===== src/rtl/cr_iu_vec_pcgen_pkg.sv =====
// Shared IU definitions for the vector PC generator: FSM state encodings
// and datapath widths used by the vector fetch and redirect logic.
package cr_iu_vec_pcgen_pkg;

  localparam int unsigned PC_W = 31;
  localparam int unsigned ID_W = 12;

  typedef enum logic [1:0] {
    P_IDLE = 2'b00,
    P_PEND = 2'b01,
    P_RST  = 2'b10
  } pcgen_state_e;

endpackage


===== src/rtl/cr_iu_vec_addr_gen.sv =====
// Vector table entry address: VBR base plus 4 bytes per interrupt id.
// The sum wraps modulo 2^32; there is deliberately no carry out.
module cr_iu_vec_addr_gen
  import cr_iu_vec_pcgen_pkg::*;
(
  input  logic [PC_W-1:0] vbr_buf,
  input  logic [ID_W-1:0] id_buf,
  output logic [31:0]     ibus_addr
);

  assign ibus_addr = {vbr_buf, 1'b0} + {18'b0, id_buf, 2'b00};

endmodule


===== src/rtl/cr_iu_vec_pcgen.sv =====
// Vector PC generator: fetches the vector table entry and issues the
// resulting redirect (or the reset PC) to the IFU, holding it until granted.
module cr_iu_vec_pcgen
  import cr_iu_vec_pcgen_pkg::*;
(
  input  logic            misc_clk,
  input  logic            cpurst_b,
  input  logic            vector_pcgen_buf_vbr,
  input  logic [PC_W-1:0] vector_pcgen_enter_addr,
  input  logic            vector_pcgen_ibus_req,
  input  logic            vector_pcgen_cur_pc_vld,
  input  logic            vector_pcgen_chgflw_vld,
  input  logic            vector_pcgen_reset_vld,
  input  logic            retire_pcgen_expt_vld,
  input  logic [ID_W-1:0] retire_pcgen_int_id,
  input  logic [31:0]     pad_cpu_rst_addr,
  input  logic [31:0]     bmu_xx_ibus_rdata,
  input  logic            ifu_pcgen_chgflw_grnt,
  output logic            pcgen_bmu_ibus_req,
  output logic [31:0]     pcgen_bmu_ibus_addr,
  output logic            pcgen_ifu_chgflw_vld,
  output logic [PC_W-1:0] pcgen_ifu_chgflw_pc,
  output logic            pcgen_vector_expt_taken
);

  pcgen_state_e    state, state_nxt;
  logic [PC_W-1:0] target, target_nxt;
  logic [PC_W-1:0] vbr_buf;
  logic [ID_W-1:0] id_buf;
  logic [PC_W-1:0] redirect_pc;

  // NOTE: sequential state uses non-blocking assignments so every flop
  // samples pre-edge values regardless of process ordering.
  always_ff @(posedge misc_clk or negedge cpurst_b) begin
    if (!cpurst_b) begin
      vbr_buf <= '0;
      id_buf  <= '0;
    end else begin
      if (vector_pcgen_buf_vbr)  vbr_buf <= vector_pcgen_enter_addr;
      if (retire_pcgen_expt_vld) id_buf  <= retire_pcgen_int_id;
    end
  end

  cr_iu_vec_addr_gen u_addr_gen (
    .vbr_buf   (vbr_buf),
    .id_buf    (id_buf),
    .ibus_addr (pcgen_bmu_ibus_addr)
  );

  assign pcgen_bmu_ibus_req = vector_pcgen_ibus_req;

  // Non-vectored redirects bypass vbr_buf so buf_vbr and chgflw_vld may coincide.
  assign redirect_pc = vector_pcgen_cur_pc_vld ? bmu_xx_ibus_rdata[31:1]
                                               : vector_pcgen_enter_addr;

  // NOTE: defaults assigned first so no path through the case infers a latch.
  always_comb begin
    state_nxt  = state;
    target_nxt = target;
    case (state)
      P_RST: begin
        if (!vector_pcgen_reset_vld) begin
          state_nxt  = P_PEND;
          target_nxt = pad_cpu_rst_addr[31:1];
        end
      end
      P_IDLE: begin
        if (vector_pcgen_chgflw_vld) begin
          state_nxt  = P_PEND;
          target_nxt = redirect_pc;
        end
      end
      P_PEND: begin
        if (vector_pcgen_chgflw_vld) begin
          target_nxt = redirect_pc;
        end else if (ifu_pcgen_chgflw_grnt) begin
          state_nxt = P_IDLE;
        end
      end
      default: state_nxt = P_RST;
    endcase
    if (vector_pcgen_reset_vld) state_nxt = P_RST;
  end

  always_ff @(posedge misc_clk or negedge cpurst_b) begin
    if (!cpurst_b) begin
      state  <= P_RST;
      target <= '0;
    end else begin
      state  <= state_nxt;
      target <= target_nxt;
    end
  end

  // All outputs below decode registered state only, so no comb loop with the vector FSM.
  assign pcgen_ifu_chgflw_vld    = (state == P_PEND);
  assign pcgen_ifu_chgflw_pc     = target;
  assign pcgen_vector_expt_taken = (state == P_IDLE);

endmodule


===== config.mk =====
export PLATFORM = sky130hd
export DESIGN_NAME = cr_iu_vec_pcgen
export DESIGN_NICKNAME = d
export VERILOG_FILES = /design/src/rtl/cr_iu_vec_pcgen_pkg.sv /design/src/rtl/cr_iu_vec_addr_gen.sv /design/src/rtl/cr_iu_vec_pcgen.sv
export SDC_FILE = /design/constraint.sdc
export NUM_CORES = 1
export LEC_CHECK = 0
export CORE_MARGIN = 5
export CORE_UTILIZATION = 43
export CTS_CLUSTER_SIZE = 24
export DETAILED_ROUTE_END_ITERATION = 8
export PLACE_DENSITY_LB_ADDON = 0.3
export SLEW_MARGIN = 20
export SYNTH_ARGS = -nofsm -noshare
export SYNTH_HDL_FRONTEND = slang
export SYNTH_HIERARCHICAL = 1
export SYNTH_SLANG_ARGS = --single-unit

===== constraint.sdc =====
create_clock -name misc_clk -period 2.5 [get_ports misc_clk]
set_input_delay 0.375 -clock misc_clk [delete_from_list [all_inputs] [get_ports misc_clk]]
set_output_delay 0.375 -clock misc_clk [all_outputs]
set_load 0.05 [all_outputs]

# After elaboration in Yosys (flattened, before gate mapping)
# Cells that the tools add are included.
# word_totals
register_bits,76
latchBits,0
ram_bits,0
rom_bits,0
inputBits,116
wordCells,26
memories,0
# classes
n_addsub,1
mul,0
div_mod_pow,0
order_cmp,0
n_eq_ne,7
n_shift,0
muxes,9
n_bitwise,0
reduce_logical,5
# ops
operator,count
31-bit 2-to-1 mux,3
31-bit case mux with 2 select lines,1
32-bit by 14-bit adder with 32-bit output,1
3-bit inequality test (second input constant),3
2-bit 2-to-1 mux,4
2-bit case mux with 3 select lines,1
3-bit AND reduction,2
2-bit by 1-bit == test with 1-bit output (second input constant),1
2-bit == test (second input constant),1
2-bit zero test,1
2-bit by 1-bit inequality test with 1-bit output (second input constant),1
2-bit inequality test (second input constant),1
2-bit nonzero test,1
2-bit OR reduction,1

# Logic depth before layout (Yosys ltp)
# Gate-level depths: netlist of the first run.
# logic_depth
ltp_word,4
mapped_depth,9

# Hierarchy
# Netlist of the first run, hierarchy kept.
# modules_own_cells
module,instances,cells_per_inst,area_each_um2
cr_iu_vec_pcgen,1,240,3310.7
cr_iu_vec_addr_gen,1,140,965.9

# Worst setup path after synthesis of the first run
# No wires, ideal clock.
# synth_path
path_kind,flip-flop to output port
start,reg vbr_buf[1]
end,out pcgen_bmu_ibus_addr[26]
t_arrival_ns,2.459
required_time_ns,2.125
path_slack_ns,-0.334
path_stages_with_launch,10
path_buffers,0
cell_sequence,dfrtp_1 ha_1 inv_1 fa_1 nor2b_1 o2111ai_1 a21o_1 nand3_1 nand4_1 xnor2_1
# synth_between
elab_chain_cells,1
# synth_rtl
element,line_no,text
from (decl),cr_iu_vec_pcgen.sv:28,logic [PC_W-1:0] vbr_buf;
from (signal assigned),cr_iu_vec_pcgen.sv:39,if (vector_pcgen_buf_vbr) vbr_buf <= vector_pcgen_enter_addr;
32-bit by 14-bit adder with 32-bit output,cr_iu_vec_addr_gen.sv:11,"assign ibus_addr = {vbr_buf, 1'b0} + {18'b0, id_buf, 2'b00};"
to (decl),cr_iu_vec_pcgen.sv:20,"output logic [31:0] pcgen_bmu_ibus_addr,"
# No other way between the ends.

# Worst setup path after layout of the first run
# layout_path
start,reg vbr_buf[7]
end,out pcgen_bmu_ibus_addr[31]
# Same word-level chain as after synthesis.

==> impl_metrics.toml, run 1 <==
[outcome]
outcome = "complete, but fails checks"
violations = "setup timing"

[finish]
layout.nets = 713
final_util = 0.761
num_antenna_cells = 0
area_delta_synth_final_pct = 73.1
drive_gt1_frac = 0.331

[hold_path]
hold_class = "input port to async pin"

[logic_synthesis]
syn_inst = 380
synth_nets = 509
postSynthAreaPerCell_sq_um = 11.3
yosysWarnings = 6
yosysSeqAreaShare = 0.445
yosys_register_bits = 76
synth_xor_area_frac = 0.0573
yosys_most_used_dff = "dfrtp_1"
synth_fa_ha_area_frac = 0.0398
synth_compound_area_frac = 0.126
synth_area_sq_um = 4280
ys_types = 41
synth_edf_count = 0
synth-simple-area-share = 0.105
synth_mux_area_frac = 0.186
synth_top_family_by_area = "multiplexers"
ys_async_sr_fraction = 1.00

[global_routing]
grt_pass1_wl_um = 20800
grt_overflow = 0
antenna_found_initial = 1
track_usage = 0.227
grt_max_degree = 51
grt_pass1_vias = 4116

[clocking]
cts_tree = "built"
cts_sinks = 76
clk_latency_ps = 350
root_buffer = "clkbuf_8"
cts_inserted_buffers = 9
htreeDepth = 3
clkTransAtPathRegs_ps = 80
cts_buffer_depth = 2

[floorplan]
core_area_sq_um = 9730
std_cell_rows = 36
ioPinCount = 182
die_y_um = 110
die_area_sq_um = 12000
start_util = 0.440
die_w_um = 110

[sta]
worst_pin_slew_ps = 660
fin_crit_ps = 2970
slew_violations = 0
worst_slack_ps = -467
max_freq_mhz = 337
period_share = 1.19
hold_viol_final = 0
hold_slack_ps = 39.3
skew_ps = 5.11
setup_viol = 25
rsz0062_at_grt = "true"
slew_headroom = 0.560

[route]
drc_errors = 0
viasPerCell = 5.42
wl_per_cell_um = 19.4
routed_wirelength_um = 14000
vias = 3910
drtPass1Iterations = 4
first_iter_violations = 163
final_antenna_net_count = 0

[worst_setup_path]
crit_family = "compound AO/OA/AOI/OAI gates"
crit_type = "register to primary output"
rr_endpoint = "pcgen_ifu_chgflw_pc[30]"
worst-r2r-cell-count = 4
worstPathMaxFanout = 6
ff2ff_setup_slack_ps = 730
slowest_stage = "a221o_2"
required_ps = 2120
setup.worst_path.end_class = "primary output"
critPathBufInv = 1
r2r-start = "state[1]"
cp.arrival_ps = 2590
critPathLaunchType = "register"
crit_chain = "ha_1, a21oi_1, o21ai_2, a221o_2, nand4b_1, xnor2_2, buf_12"
critPathMaxStageDelay_ps = 520

[power]
finalPower_uw = 5370
leakage_uw = 0.00316
vdd_ir_drop_max_uv = 675
powerDensity_nw_per_um2 = 726

[placed_design]
numPortBuffers = 176
place_hpwl_um = 9860
gp_congestion = 0.884
place_ws_ps = -273

[run]
drv_cap = 0
stage by stage:
step,cells,instance area [sq um],TNS (ps)
floorplan,380,4480,-462
global placement,692,6720,-900
detailed placement,692,6720,-1540
CTS,718,7270,-7620
global route,722,7400,-11280
finish,722,7400,-8540
cells in the final DEF, fill, tap and decap left out, types with 3 or more instances in the layout:
cell	n
mux2i_1	31
mux2_2	43
nand4_1	6
a21oi_1	7
dfrtp_1	75
nand2_2	5
ha_4	3
xor2_2	3
and3_4	3
nand3_1	7
nand2_1	12
clkbuf_8	10
xor2_4	7
clkdlybuf4s50_1	145
a21o_1	7
nand2b_1	3
and3_1	4
inv_1	4
buf_4	35
buf_12	26
xnor2_1	3
ha_1	8
buf_6	9
a221o_1	31
xnor2_2	13
nor2_1	39
how the worst max path moves through the flow:
stage | start | to | cells past startpoint
after detailed placement | vbr_buf[1] | pcgen_bmu_ibus_addr[30] | 10
after global placement | vbr_buf[1] | pcgen_bmu_ibus_addr[30] | 10
final | vbr_buf[7] | pcgen_bmu_ibus_addr[31] | 7
after floorplan | vbr_buf[1] | pcgen_bmu_ibus_addr[24] | 9
after CTS | vbr_buf[1] | pcgen_bmu_ibus_addr[30] | 10
after global routing | vbr_buf[2] | pcgen_bmu_ibus_addr[25] | 9
worst reg2reg max path, stage by stage, from the launching register on:
cell	delay, ps
dfstp_2	590
nand2b_1	130
nor2b_2	420
buf_4	360
a221o_1	210
cell type report:
| class | count | area [sq um] |
|---|---|---|
| timing repair buffer | 217 | 2370 |
| clock inverter | 6 | 63.8 |
| tap | 133 | 166 |
| clock buffer | 10 | 138 |
| inverter | 5 | 18.8 |
| multi-input combinational | 275 | 2740 |
| fill | 648 | 2330 |
| sequential | 76 | 1900 |
synth_stat cells (all sizes together), types with 3 or more instances:
cell type	instances	area [sq um]
a21o	7	52.6
a21oi	10	50.1
a221o	32	320
a31oi	3	18.8
and3	7	43.8
buf	23	148
dfrtp	75	1880
ha	12	150
inv	5	18.8
mux2	43	484
mux2i	31	310
nand2	17	63.8
nand2b	4	25.0
nand3	9	45.0
nand4	6	37.5
nor2	41	154
nor2b	4	27.5
o21ai	4	20.0
xnor2	18	158
xor2	10	87.6
flip-flops by register name, indices dropped and copies added (netlist names):
name,count
pcgen_ifu_chgflw_pc,31
vbr_buf,31
id_buf,12
state,2
kinds of logic (layout without fill, tap and decap cells):
group	count (synthesis)	in the layout
DFF	76	76
adders and majority gates	13	13
xor gates and xnor gates	28	28
muxes	74	74
other	1	1
buffers and inverters	29	238
and+or+nand+nor	94	94
AOI/OAI and AO/OA	65	65
power by group:
| group | internal [uW] | switching [uW] | leakage, uW |
|---|---|---|---|
| clock network | 486 | 475 | 0.0000983 |
| logic | 1330 | 1540 | 0.00216 |
| registers | 1400 | 144 | 0.000904 |
| total | 3220 | 2160 | 0.00316 |
timing repair:
action                                  in CTS  in global routing
setup buffers                               10                  5
gates resized for setup                     53                 17
endpoints found under the setup margin      26                 26
hold buffers                                 0                  0
pin swaps                                   32                 21
routing by layer:
metal	routed length, um	up-vias	GRT usage
met2	7090	154	0.386
met3	1230	27	0.0746
met1	5340	1933	0.264
met4	323	2	0.0926
li1	-	1794	-
met5	13	-	0
Note: power is estimated with default switching activity, not from simulation.
==> run 2, diff against run 1 <==
- CORE_UTILIZATION: 43 -> 35
- MAX_ROUTING_LAYER: not set -> met4
==> impl_metrics.toml, run 2 (synthesis gave the netlist of run 1 again) <==
[sta]
skew_ps = 4.85
period_share = 1.16
worst_pin_slew_ps = 838
rsz0062_at_grt = "true"
setup_viol = 25
slew_headroom = 0.439
hold_viol_final = 0
worst_slack_ps = -403
max_freq_mhz = 345
slew_violations = 0
fin_crit_ps = 2900

[finish]
final_util = 0.622
drive_gt1_frac = 0.317
layout.nets = 704
mostFrequentLayoutCells = "clkdlybuf4s50_1 (144), dfrtp_1 (75), mux2_2 (43), nor2_1 (40)"
num_antenna_cells = 0
stdcell_count = 727
final_common_cell = "clkdlybuf4s50_1"
area_delta_synth_final_pct = 74.7

[global_routing]
grt_pass1_wl_um = 22400
grt_max_degree = 46
antenna_found_initial = 0
grt_pass1_vias = 4210
grt_overflow = 0
track_usage = 0.202

[clocking]
cts_inserted_buffers = 9
cts_sinks = 76
cts_tree = "built"
clkTransAtPathRegs_ps = 60
holdBufCountCts = 0
htreeDepth = 3
clk_latency_ps = 330
root_buffer = "clkbuf_16"
cts_buffer_depth = 2

[placed_design]
gp_congestion = 0.802
place_hpwl_um = 10200
numPortBuffers = 176
dp_cells = 701
place_ws_ps = -303

[worst_setup_path]
required_ps = 2120
crit_type = "register to primary output"
cp.arrival_ps = 2530
critPathLaunchType = "register"
setup.worst_path.end_class = "primary output"
worstPathMaxFanout = 6

[route]
viasPerCell = 5.21
first_iter_violations = 153
drc_errors = 0
vias = 3786
drtPass1Iterations = 5
routed_wirelength_um = 14000
wl_per_cell_um = 19.3
final_antenna_net_count = 0

[run]
drv_cap = 0

[power]
vdd_ir_drop_max_uv = 410
finalPower_uw = 5570
powerDensity_nw_per_um2 = 746
leakage_uw = 0.00318

[floorplan]
ioPinCount = 182
die_y_um = 121
start_util = 0.356
std_cell_rows = 40
die_area_sq_um = 14500
die_w_um = 121
core_area_sq_um = 12000

[outcome]
violations = "setup timing"
outcome = "complete, but fails checks"

[hold_path]
hold_class = "input port to async pin"
run 2: changes by cell type in the layout (fill, tap and decap cells not counted), sizes merged:
cell | before | now
buf | 71 | 62
bufbuf | 1 | 0
bufinv | 1 | 0
clkbuf | 10 | 15
clkdlybuf4s50 | 145 | 144
clkinvlp | 2 | 0
run 2: critical path: stages (launching register included):
cell and delay [ps]:
dfrtp_1 380, ha_1 310, buf_4 170, a31oi_2 230, nand2_2 100, a221o_2 470, nand4b_1 200, xnor2_2 160
buf_12 160
run 2: final cells by class:
| class | count | area [sq um] |
|---|---|---|
| Clock buffer | 13 | 240 |
| Tap cell | 147 | 184 |
| Multi-Input combinational cell | 275 | 2790 |
| Sequential cell | 76 | 1900 |
| Clock inverter | 3 | 15.0 |
| Fill cell | 961 | 4540 |
| Inverter | 5 | 18.8 |
| Timing Repair Buffer | 208 | 2320 |
run 2: timing repair:
action / 4_1_cts / 5_1_grt
resized for setup: 60 / 20
hold endpoints to repair: 0 / 0
gates cloned: 0 / 0
buffers inserted: 5 / 6
endpoints found under the setup margin: 26 / 26
pin swaps: 27 / 25
run 2: path summary, 6_finish.rpt:
check	slack (ps)	cells after the start	startpoint	to
max	-400	8	vbr_buf[5]	pcgen_bmu_ibus_addr[31]
min	40	1	cpurst_b	pcgen_ifu_chgflw_pc[14]
max reg2reg	490	4	state[1]	pcgen_ifu_chgflw_pc[28]
min reg2reg	510	1	pcgen_ifu_chgflw_pc[18]	pcgen_ifu_chgflw_pc[18]
max in group asynchronous	1850	2	cpurst_b	vbr_buf[7]
min in group misc_clk	510	1	pcgen_ifu_chgflw_pc[18]	pcgen_ifu_chgflw_pc[18]
run 2: through the flow:
stage / TNS [ps] / cell area, sq um / hold WS, ps
after floorplan: -462 / 4480 / 79.4
after global placement: -1280 / 6700 / 420
after detailed placement: -1710 / 6700 / 430
after CTS: -7480 / 7340 / 61.5
after global routing: -10660 / 7470 / 100
final: -7540 / 7470 / 44.8
run 2: routing by layer:
| layer | GRT usage | up-vias | wire length (um) |
|---|---|---|---|
| met2 | 0.339 | 152 | 7060 |
| met3 | 0.0491 | 15 | 899 |
| li1 | - | 1782 | - |
| met4 | 0.0623 | 0 | 239 |
| met1 | 0.241 | 1837 | 5850 |
| met5 | - | - | 0 |
run 2: power breakdown:
group          total [uW]  internal, uW  switching [uW]
Clock                1160           668             491
Combinational        2860          1320            1540
Sequential           1550          1400             147
==> run 3, diff against run 2 <==
- GPL_TIMING_DRIVEN: not set -> 0
==> impl_metrics.toml, run 3 (synthesis gave the netlist of run 1 again) <==
[sta]
skew_ps = 5.27
period_share = 1.16
fin_crit_ps = 2910
slew_violations = 0
hold_viol_final = 0
worst_pin_slew_ps = 522
slew_headroom = 0.651
worst_slack_ps = -407
rsz0062_at_grt = "true"
setup_viol = 24
max_freq_mhz = 344

[placed_design]
numPortBuffers = 176
place_hpwl_um = 10300
gp_congestion = 0.802
place_ws_ps = -945

[hold_path]
hold_class = "input port to async pin"

[route]
highest_layer = "met4"
final_antenna_net_count = 0
wl_met3_um = 946
drtPass1Iterations = 4
wl_met1_um = 5790
dr_wl_met2_um = 6510
viasPerCell = 5.17
vias = 3784
first_iter_violations = 184
wl_per_cell_um = 18.3
drc_errors = 0
routed_wirelength_um = 13400

[finish]
n_fill_cell = 1006
final_util = 0.594
multi_input_area_sq_um = 2640
num_antenna_cells = 0
regArea_sq_um = 1900
final_common_cell = "clkdlybuf4s50_1"
mostFrequentLayoutCells = "clkdlybuf4s50_1 (146), dfrtp_1 (75), mux2_2 (43), nor2_1 (39)"
layout.nets = 709
area_delta_synth_final_pct = 67.0
drive_gt1_frac = 0.320

[worst_setup_path]
cp.arrival_ps = 2530
timing.critical_path.to = "pcgen_bmu_ibus_addr[30]"
setup.worst_path.end_class = "primary output"
ff2ff_setup_slack_ps = 920
r2r-start = "state[1]"
rr_endpoint = "pcgen_ifu_chgflw_pc[28]"
crit_family = "adder cells"
worstPathMaxFanout = 5
required_ps = 2120
critPathMaxStageDelay_ps = 360
critPathBufInv = 2
critPathLaunchType = "register"
slowest_stage = "fa_2"
crit_chain = "ha_2, inv_2, fa_2, nor2b_4, o2111ai_4, a21o_1, nand3_4, nand4_1, xnor2_4, buf_6"
crit_type = "register to primary output"
crit_cells = 10
worst-r2r-cell-count = 4
startpoint = "vbr_buf[1]"

[outcome]
violations = "setup timing"
outcome = "complete, but fails checks"

[clocking]
cts_buffer_depth = 2
cts_sinks = 76
clkTransAtPathRegs_ps = 60
root_buffer = "clkbuf_16"
htreeDepth = 3
cts_tree = "built"
clk_latency_ps = 340
cts_inserted_buffers = 9

[run]
drv_cap = 0

[global_routing]
track_usage = 0.194
antenna_found_initial = 0
grt_overflow = 0
grt_pass1_vias = 4127
grt_pass1_wl_um = 21600
grt_max_degree = 56

[floorplan]
die_y_um = 121
core_area_sq_um = 12000
die_w_um = 121
ioPinCount = 182
std_cell_rows = 40
start_util = 0.356
die_area_sq_um = 14500

[power]
powerDensity_nw_per_um2 = 761
leakage_uw = 0.00308
vdd_ir_drop_max_uv = 452
run 3: repair_timing:
item | in CTS | in global routing
setup endpoints to repair | 29 | 27
pin swaps | 30 | 24
endpoints found under the hold margin | 20 | 0
setup buffers | 6 | 7
gates resized for setup | 216 | 27
hold buffers | 1 | 0
run 3: how the worst min path moves through the flow:
stage | end | from | slack [ps] | depth (start not counted)
after floorplan | id_buf[0] | cpurst_b | 80 | 0
after global placement | vbr_buf[0] | vbr_buf[0] | 490 | 1
after detailed placement | pcgen_ifu_chgflw_pc[19] | cpurst_b | 300 | 1
after CTS | pcgen_ifu_chgflw_pc[11] | cpurst_b | 470 | 2
after global routing | pcgen_ifu_chgflw_pc[19] | cpurst_b | 510 | 2
final | pcgen_ifu_chgflw_pc[19] | cpurst_b | 490 | 2
run 3: power by group:
group	total, uW	switching (uW)	internal, uW
sequential	1550	148	1400
combinational	2460	1420	1030
clock	1430	527	901
run 3: per-layer routing:
metal / global-route usage / up-vias
met4: 0.0680 / 0
met3: 0.0505 / 15
li1: - / 1793
met2: 0.305 / 142
met5: - / -
met1: 0.244 / 1834
run 3: area by class of cell:
| cell class | instances | share of cell area |
|---|---|---|
| Tap cell | 147 | 0.0258 |
| Buffer | 22 | 0.0207 |
| Sequential cell | 76 | 0.267 |
| Inverter | 5 | 0.00263 |
| Clock buffer | 10 | 0.0335 |
| Clock inverter | 6 | 0.0121 |
| Timing Repair Buffer | 191 | 0.269 |
| Multi-Input combinational cell | 275 | 0.370 |
run 3: through the flow:
stage / power (uW) / hold WS, ps / TNS [ps] / cells / cell area, sq um
floorplan: 2980 / 79.4 / -462 / 380 / 4480
global placement: 3780 / 492 / -143440 / 703 / 6420
detailed placement: 3820 / 295 / -17200 / 704 / 6450
CTS: 5370 / 470 / -6330 / 725 / 6980
global route: 5680 / 511 / -8660 / 732 / 7140
finish: 5440 / 486 / -6370 / 732 / 7140
